<file path="src/rtl/piso_feeder.sv">
// Parallel-in/serial-out feeder for the SIPO register: takes words over valid/ready,
// shifts each one out MSB- or LSB-first under shift_en, then idles GAP_CYCLES cycles.
module piso_feeder #(
  parameter int DATA_WIDTH = 32,
  parameter int GAP_CYCLES = 1,
  parameter int CNT_WIDTH  = 16
) (
  input  logic                  clk,
  input  logic                  arst_n,
  input  logic [DATA_WIDTH-1:0] in_data,
  input  logic                  in_msb_first,
  input  logic                  in_valid,
  output logic                  in_ready,
  input  logic                  flush,
  output logic                  serial_out,
  output logic                  shift_en,
  output logic                  word_done,
  output logic                  busy,
  output logic [CNT_WIDTH-1:0]  words_sent
);

  localparam int BW = $clog2(DATA_WIDTH);
  localparam int GW = $clog2(GAP_CYCLES + 1);
  localparam logic [BW-1:0] BIT_LAST = BW'(DATA_WIDTH - 1);
  localparam logic [GW-1:0] GAP_LAST = GW'(GAP_CYCLES - 1);

  typedef enum logic [1:0] {IDLE, SHIFT, GAP} state_t;

  state_t                state, state_d;
  logic [DATA_WIDTH-1:0] shreg, shreg_d;
  logic                  order, order_d;
  logic [BW-1:0]         bit_cnt, bit_cnt_d;
  logic [GW-1:0]         gap_cnt, gap_cnt_d;
  logic [DATA_WIDTH-1:0] pend_data, pend_data_d;
  logic                  pend_msb, pend_msb_d;
  logic                  pend_valid, pend_valid_d;
  logic [CNT_WIDTH-1:0]  words_sent_d;
  logic                  serial_out_d, shift_en_d, word_done_d, busy_d;

  logic accept, last_bit, gap_end, load_pend, load_new, load, to_pend;

  // Handshake: a word transfers on the rising edge where in_valid && in_ready;
  // in_ready never depends on in_valid, and in_data/in_msb_first are captured on that edge.
  assign in_ready  = arst_n && !pend_valid && !flush;
  assign accept    = in_valid && in_ready;
  assign last_bit  = (state == SHIFT) && (bit_cnt == BIT_LAST);
  assign gap_end   = (state == GAP) && (gap_cnt == GAP_LAST);
  assign load_pend = gap_end && pend_valid && !flush;
  assign load_new  = accept && ((state == IDLE) || gap_end);
  assign load      = load_pend || load_new;
  assign to_pend   = accept && !load_new;

  always_ff @(posedge clk or negedge arst_n) begin
    if (!arst_n) state <= IDLE;
    else         state <= state_d;
  end

  always_comb begin
    state_d = state;
    case (state)
      IDLE:    if (load) state_d = SHIFT;
      SHIFT:   if (last_bit) state_d = GAP;
      GAP:     if (gap_end) state_d = load ? SHIFT : IDLE;
      default: state_d = IDLE;
    endcase
    if (flush) state_d = IDLE;
  end

  always_comb begin
    shreg_d      = shreg;
    order_d      = order;
    bit_cnt_d    = bit_cnt;
    gap_cnt_d    = gap_cnt;
    pend_data_d  = pend_data;
    pend_msb_d   = pend_msb;
    pend_valid_d = pend_valid;
    words_sent_d = words_sent;

    if (load) begin
      shreg_d   = load_pend ? pend_data : in_data;
      order_d   = load_pend ? pend_msb : in_msb_first;
      bit_cnt_d = '0;
    end else if (state == SHIFT) begin
      shreg_d   = order ? (shreg << 1) : (shreg >> 1);
      bit_cnt_d = last_bit ? '0 : bit_cnt + 1'b1;
    end

    // gap_cnt is held at zero while shifting so the GAP phase always starts from zero
    if (state == SHIFT)    gap_cnt_d = '0;
    else if (state == GAP) gap_cnt_d = gap_cnt + 1'b1;

    if (last_bit && !flush) words_sent_d = words_sent + 1'b1;

    if (to_pend) begin
      pend_valid_d = 1'b1;
      pend_data_d  = in_data;
      pend_msb_d   = in_msb_first;
    end
    if (load_pend) pend_valid_d = 1'b0;

    if (flush) begin
      pend_valid_d = 1'b0;
      bit_cnt_d    = '0;
    end

    shift_en_d   = (state_d == SHIFT);
    serial_out_d = (state_d == SHIFT) && (order_d ? shreg_d[DATA_WIDTH-1] : shreg_d[0]);
    word_done_d  = last_bit && !flush;
    busy_d       = (state_d != IDLE) || pend_valid_d;
  end

  always_ff @(posedge clk or negedge arst_n) begin
    if (!arst_n) begin
      shreg      <= '0;
      order      <= 1'b0;
      bit_cnt    <= '0;
      gap_cnt    <= '0;
      pend_data  <= '0;
      pend_msb   <= 1'b0;
      pend_valid <= 1'b0;
      words_sent <= '0;
      serial_out <= 1'b0;
      shift_en   <= 1'b0;
      word_done  <= 1'b0;
      busy       <= 1'b0;
    end else begin
      shreg      <= shreg_d;
      order      <= order_d;
      bit_cnt    <= bit_cnt_d;
      gap_cnt    <= gap_cnt_d;
      pend_data  <= pend_data_d;
      pend_msb   <= pend_msb_d;
      pend_valid <= pend_valid_d;
      words_sent <= words_sent_d;
      serial_out <= serial_out_d;
      shift_en   <= shift_en_d;
      word_done  <= word_done_d;
      busy       <= busy_d;
    end
  end

endmodule

</file>
<file path="config.mk">
export PLATFORM = sky130hd
export DESIGN_NAME = piso_feeder
export DESIGN_NICKNAME = d
export VERILOG_FILES = /design/src/rtl/piso_feeder.sv
export SDC_FILE = /design/constraint.sdc
export NUM_CORES = 1
export LEC_CHECK = 0
export CAP_MARGIN = 5
export CORE_MARGIN = 2
export CORE_UTILIZATION = 58
export CTS_BUF_LIST = sky130_fd_sc_hd__clkbuf_4
export DETAILED_ROUTE_END_ITERATION = 8
export PLACE_DENSITY_LB_ADDON = 0.05
export SETUP_SLACK_MARGIN = 0.4
export SKIP_LAST_GASP = 1
export SLEW_MARGIN = 5
export SYNTH_ARGS = -nofsm -noshare
export SYNTH_HDL_FRONTEND = slang
export SYNTH_SLANG_ARGS = --single-unit
</file>
<file path="constraint.sdc">
create_clock -name clk -period 2.6 [get_ports clk]
set_input_delay 0.78 -clock clk [delete_from_list [all_inputs] [get_ports clk]]
set_output_delay 0.78 -clock clk [all_outputs]
set_load 0.01 [all_outputs]
</file>
* Yosys cells after proc, flatten, opt, wreduce, memory -nomap -nowiden
Cells that the tools add are included.
** Storage, ports and cells
- Bits in registers :: 95
- Latch bits :: 0
- RAM bits :: 0
- Memory bits (read-only) :: 0
- Bits of input ports :: 37
- Memories :: 0
** Cells by class
- Add/sub/neg operators :: 3
- $mul :: 0
- Div/mod/pow operators :: 0
- Order comparisons :: 0
- Equal/unequal tests :: 4
- Shift-type cells :: 0
- Mux-type cells :: 22
- Bitwise operators :: 1
- Reductions and logical operators :: 22
** Operator list (count)
- 32-bit 2-to-1 mux :: 4
- 5-bit 2-to-1 mux :: 4
- 16-bit by 1-bit adder with 16-bit output (second input constant) :: 1
- 1-bit logical AND :: 11
- 1-bit 2-to-1 mux :: 9
- 2-bit 2-to-1 mux :: 4
- 2-bit case mux with 3 select lines :: 1
- 2-bit nonzero test :: 3
- 5-bit by 1-bit adder with 5-bit output (second input constant) :: 1
- 5-bit == test (second input constant) :: 1
- 2-bit by 1-bit == test with 1-bit output (second input constant) :: 2
- 1-bit zero test :: 3
- 1-bit logical OR :: 3
- 3-bit nonzero test :: 1
- 2-bit == test (second input constant) :: 1
- 2-bit zero test :: 1
- 1-bit adder (second input constant) :: 1
- 1-bit NOT :: 1

* Logic depth before layout (Yosys ltp)
- Depth in word-level cells :: 12
- Depth in mapped cells :: 9
- Depth with buffers taken out :: 8

* Worst setup path before layout
OpenSTA, ideal clock, no wires.
- Path type :: input-to-output
- From :: in flush
- To :: out in_ready
- Arrival time :: 1307 ps
- Slack :: 513 ps
- Stages :: 2
- Path buffers :: 1
- Path through :: clkbuf_1 nor3b_1
** On the way
- Longest elaborated chain between the ends :: 2
** RTL lines
- start: declaration :: line 14 : input logic flush,
- 1-bit zero test :: line 44 : assign in_ready = arst_n && !pend_valid && !flush;
- 1-bit logical AND :: line 44
- end: declaration :: line 13 : output logic in_ready,
Every way passes these cells.

* Worst setup path after layout
- From :: reg words_sent[11]
- To :: out words_sent[11]
** RTL lines
- start: declaration :: line 19 : output logic [CNT_WIDTH-1:0] words_sent
- start signal: assignment :: line 134 : words_sent <= words_sent_d;
No word-level cell between the ends.

==> flow_summary_export.csv <==
group,metric,value,unit
floorplanning,design.die.area,8950,sq um
timing,slew_headroom,59.6,%
critical_path,crit_type,"reg -> out",
yosys,netlist.area_leader.share,49.9,%
critical_path,critical_path.n_buffers_inverters,1,
timing,timing.final.max_slew_violations,0,
detailed_routing,vias,3424,
global_routing,grt_pass1_wl,15100,um
critical_path,timing.critical_path.slowest_cell_delay,0.53,ns
detailed_routing,drt_pass1_iterations,4,
timing,min_period,2.13,ns
timing,timing.final.crit_share,81.8,%
power_and_ir_drop,power_density,595,nW/um^2
detailed_routing,post-route-drc-count,0,
detailed_routing,drt-vias-per-instance,5.63,
final_layout,seqCellArea,2380,sq um
critical_path,worst_path_dominant_cell_family,"buffers and inverters",
timing,timing.fmax,470,MHz
yosys,yosys.area_share.adder,1.84,%
floorplanning,fp-row-count,33,
critical_path,timing.critical_path.slowest_stage_cell,"sky130_fd_sc_hd__clkdlybuf4s50_1",
global_routing,grt_remaining_overflow,0,
yosys,simple_gate_area_share_of_the_yosys_netlist,9.38,%
final_layout,multiInputGateArea,2260,sq um
global_routing,globalRouteTotalUtil,21.2,%
final_layout,final.fill_count,626,
cts,clock_latency,0.43,ns
floorplanning,floorplan.core_area,8090,sq um
yosys,netlist_top_cells_area,"sky130_fd_sc_hd__dfrtp_1, sky130_fd_sc_hd__mux2i_1, sky130_fd_sc_hd__mux2_2",
final_layout,area_delta_synth_final,22.5,%
yosys,post_synthesis_compound_gate_area_fraction,11.0,%
power_and_ir_drop,p_leak,2.61,nW
critical_path,worstPathCellList,"clkdlybuf4s50_1",
cts,clock_tree_from_tritoncts,"done",
cts,clockBufferDepth,2,
yosys,synth_seq_cells,95,
timing,worst_slew_pin_slew,0.605,ns
placed_design,buffer_ports.inserted,57,
yosys,synth_area_leader_cell,"sky130_fd_sc_hd__dfrtp_1",
placed_design,gp_congestion,0.777,
global_routing,grt_pass1_vias,3282,
timing,timing_hold_violations_final,0,
yosys,synthesized_instance_count,422,
timing,hold_ws,0.432,ns
critical_path,timing.critical_path.fanout_max,2,
critical_path,critPathLaunchType,"register",
yosys,synth-edff-count,0,
hold_path,class_of_the_most_critical_hold_timing_path,"in -> async",
yosys,yosys.area_share.xor_xnor,2.76,%
power_and_ir_drop,ir_worst_vdd,0.343,mV
timing,rsz0062_at_grt,"yes",
yosys,synth_area,4760,sq um
yosys,syn-num-nets,466,
critical_path,cp-end-kind,"output port",
floorplanning,fp.dieW,94.6,um
placed_design,detailed_place_hpwl,6110,um
detailed_routing,drt-total-wl,8810,um
final_layout,insertedDiodeCount,0,
critical_path,critical_path_arrival,1.35,ns
critical_path,worst-r2r-setup-slack,0.50,ns
global_routing,initial_antenna_violation_count,0,
cts,number_of_clock_buffers_inserted_by_tritoncts,9,
floorplanning,die_height,94.6,um
yosys,synth_ff_type,"sky130_fd_sc_hd__dfrtp_1",
detailed_routing,wl_per_cell,14.5,um
cts,cts_htree_levels,3,
detailed_routing,route.antenna.remaining_nets,0,
cts,holdBufCountCts,0,
yosys,count_of_synthesis_stage_warnings_from_yosys,0,
timing,fin_skew,0.0139,ns
final_layout,drive_above_1_share,20.5,%
cts,clock_pin_slew_on_the_worst_setup_and_hold_paths,0.14,ns
final_layout,final_net_count,542,
floorplanning,io-pin-count,58,
outcome,status,"completed",
global_routing,pin_count_of_the_biggest_net_entering_global_routing,50,
yosys,asyncSetResetFlopFracSynth,100,%
timing,setup-violations-final,0,
yosys,synth.distinct_cells,45,
cts,numClockSinks,95,
yosys,post_synthesis_mux_area_share,21.5,%
run,cap_viol_max_count,0,
power_and_ir_drop,report.power.total,3.47,mW
floorplanning,starting_density,58.9,%
yosys,synth-seq-area-share,49.9,%
cts,root_buffer,"sky130_fd_sc_hd__clkbuf_4",
yosys,synthesis.area_per_instance,11.3,sq um
yosys,synth_top_family_by_area,"multiplexers",
critical_path,worstPathRequired,1.82,ns
detailed_routing,detail_route.iter0.violations,122,
[path summary, 6_finish.rpt]
check	cells after the start	start	to
max	1	words_sent[11]	words_sent[11]
min	2	arst_n	bit_cnt[3]
max reg2reg	7	state[0]	pend_data[20]
min reg2reg	1	words_sent[13]	words_sent[13]
max in group asynchronous	3	arst_n	shreg[10]
min in group clk	1	words_sent[13]	words_sent[13]
[stage by stage]
| step | worst slack (ns) | instances | TNS, ns | util (%) | cell area (sq um) |
|---|---|---|---|---|---|
| 2_1_floorplan | 0.513 | 422 | 0 | - | 4760 |
| 3_3_place_gp | -0.136 | 580 | -2.54 | 68.9 | 5570 |
| 3_5_place_dp | -0.127 | 580 | -3.12 | 68.9 | 5570 |
| 4_1_cts | 0.401 | 605 | 0 | 71.3 | 5770 |
| 5_1_grt | 0.344 | 608 | 0 | 72.1 | 5830 |
| 6_report | 0.472 | 608 | 0 | 72.1 | 5830 |
[report_power, final]
group	switching (mW)	total [mW]	leakage, nW	internal (mW)
sequential	0.205	1.96	1.22	1.75
combinational	0.304	0.722	1.32	0.417
clock	0.492	0.792	0.0677	0.300
[cells in the final DEF, fill, tap and decap left out, drive strengths merged, types with 6 or more instances in the layout]
cell type / synthesis / routed
nand3: 7 / 7
o211ai: 31 / 31
mux2: 36 / 36
ha: 7 / 7
o21ai: 35 / 35
dfrtp: 95 / 95
xnor2: 12 / 12
clkbuf: 12 / 10
nor2: 13 / 13
inv: 9 / 9
a21oi: 6 / 6
nand2: 41 / 41
clkdlybuf4s50: 0 / 48
buf: 16 / 38
mux2i: 62 / 62
[cell type report]
class	instances	share of cell area, %
well taps	105	2.25
clock inverters	6	1.05
repair buffers	93	15.3
flip-flops and latches	95	40.8
multi-input cells	290	38.7
clock buffers	10	1.29
inverters	9	0.579
[cell families (layout without fill, tap and decap cells)]
kind of cell               after synthesis  count (layout)
and+or+nand+nor                         88              88
buffers and inverters                   37             118
DFF                                     95              95
muxes                                   98              98
adders and majority gates                7               7
AOI/OAI and AO/OA                       82              82
xor gates and xnor gates                15              15
[synthesized netlist by cell type (2+ instances only)]
cell type                  instances
sky130_fd_sc_hd__nand2_1          41
sky130_fd_sc_hd__nor2_2            2
sky130_fd_sc_hd__mux2i_1          62
sky130_fd_sc_hd__buf_2            13
sky130_fd_sc_hd__o211ai_1         31
sky130_fd_sc_hd__o22ai_1           2
sky130_fd_sc_hd__nor3_1            5
sky130_fd_sc_hd__a21oi_1           6
sky130_fd_sc_hd__o21ai_0          34
sky130_fd_sc_hd__and3_1            4
sky130_fd_sc_hd__xor2_1            3
sky130_fd_sc_hd__nand3_1           7
sky130_fd_sc_hd__ha_1              7
sky130_fd_sc_hd__mux2_2           36
sky130_fd_sc_hd__nand2b_1          2
sky130_fd_sc_hd__xnor2_1          12
sky130_fd_sc_hd__dfrtp_1          95
sky130_fd_sc_hd__a31oi_1           2
sky130_fd_sc_hd__nor2b_1           2
sky130_fd_sc_hd__inv_1             9
sky130_fd_sc_hd__nor2_1           11
sky130_fd_sc_hd__clkbuf_1         11
sky130_fd_sc_hd__nand4_1           3
[flip-flops by register name (all words and copies together), names as in the netlist, 2 cells and up]
name,cells
state,2
shreg,32
words_sent,16
bit_cnt,5
pend_data,32
[routing by layer]
layer	share of wire (%)	global-route usage (%)	wire length, um	vias to the layer above
met5	0	0	0	-
met4	1.5	7.25	133	0
met3	2.6	3.35	231	13
met2	50	35.8	4370	51
met1	46	28.0	4070	1689
li1	-	-	-	1671
[timing repair]
action,in CTS,in global routing
setup buffers,9,3
pin swaps,1,0
setup endpoints to repair,39,14
gates resized for setup,6,12
endpoints found under the hold margin,0,0
No activity file was read; power rests on OpenSTA's default activity.
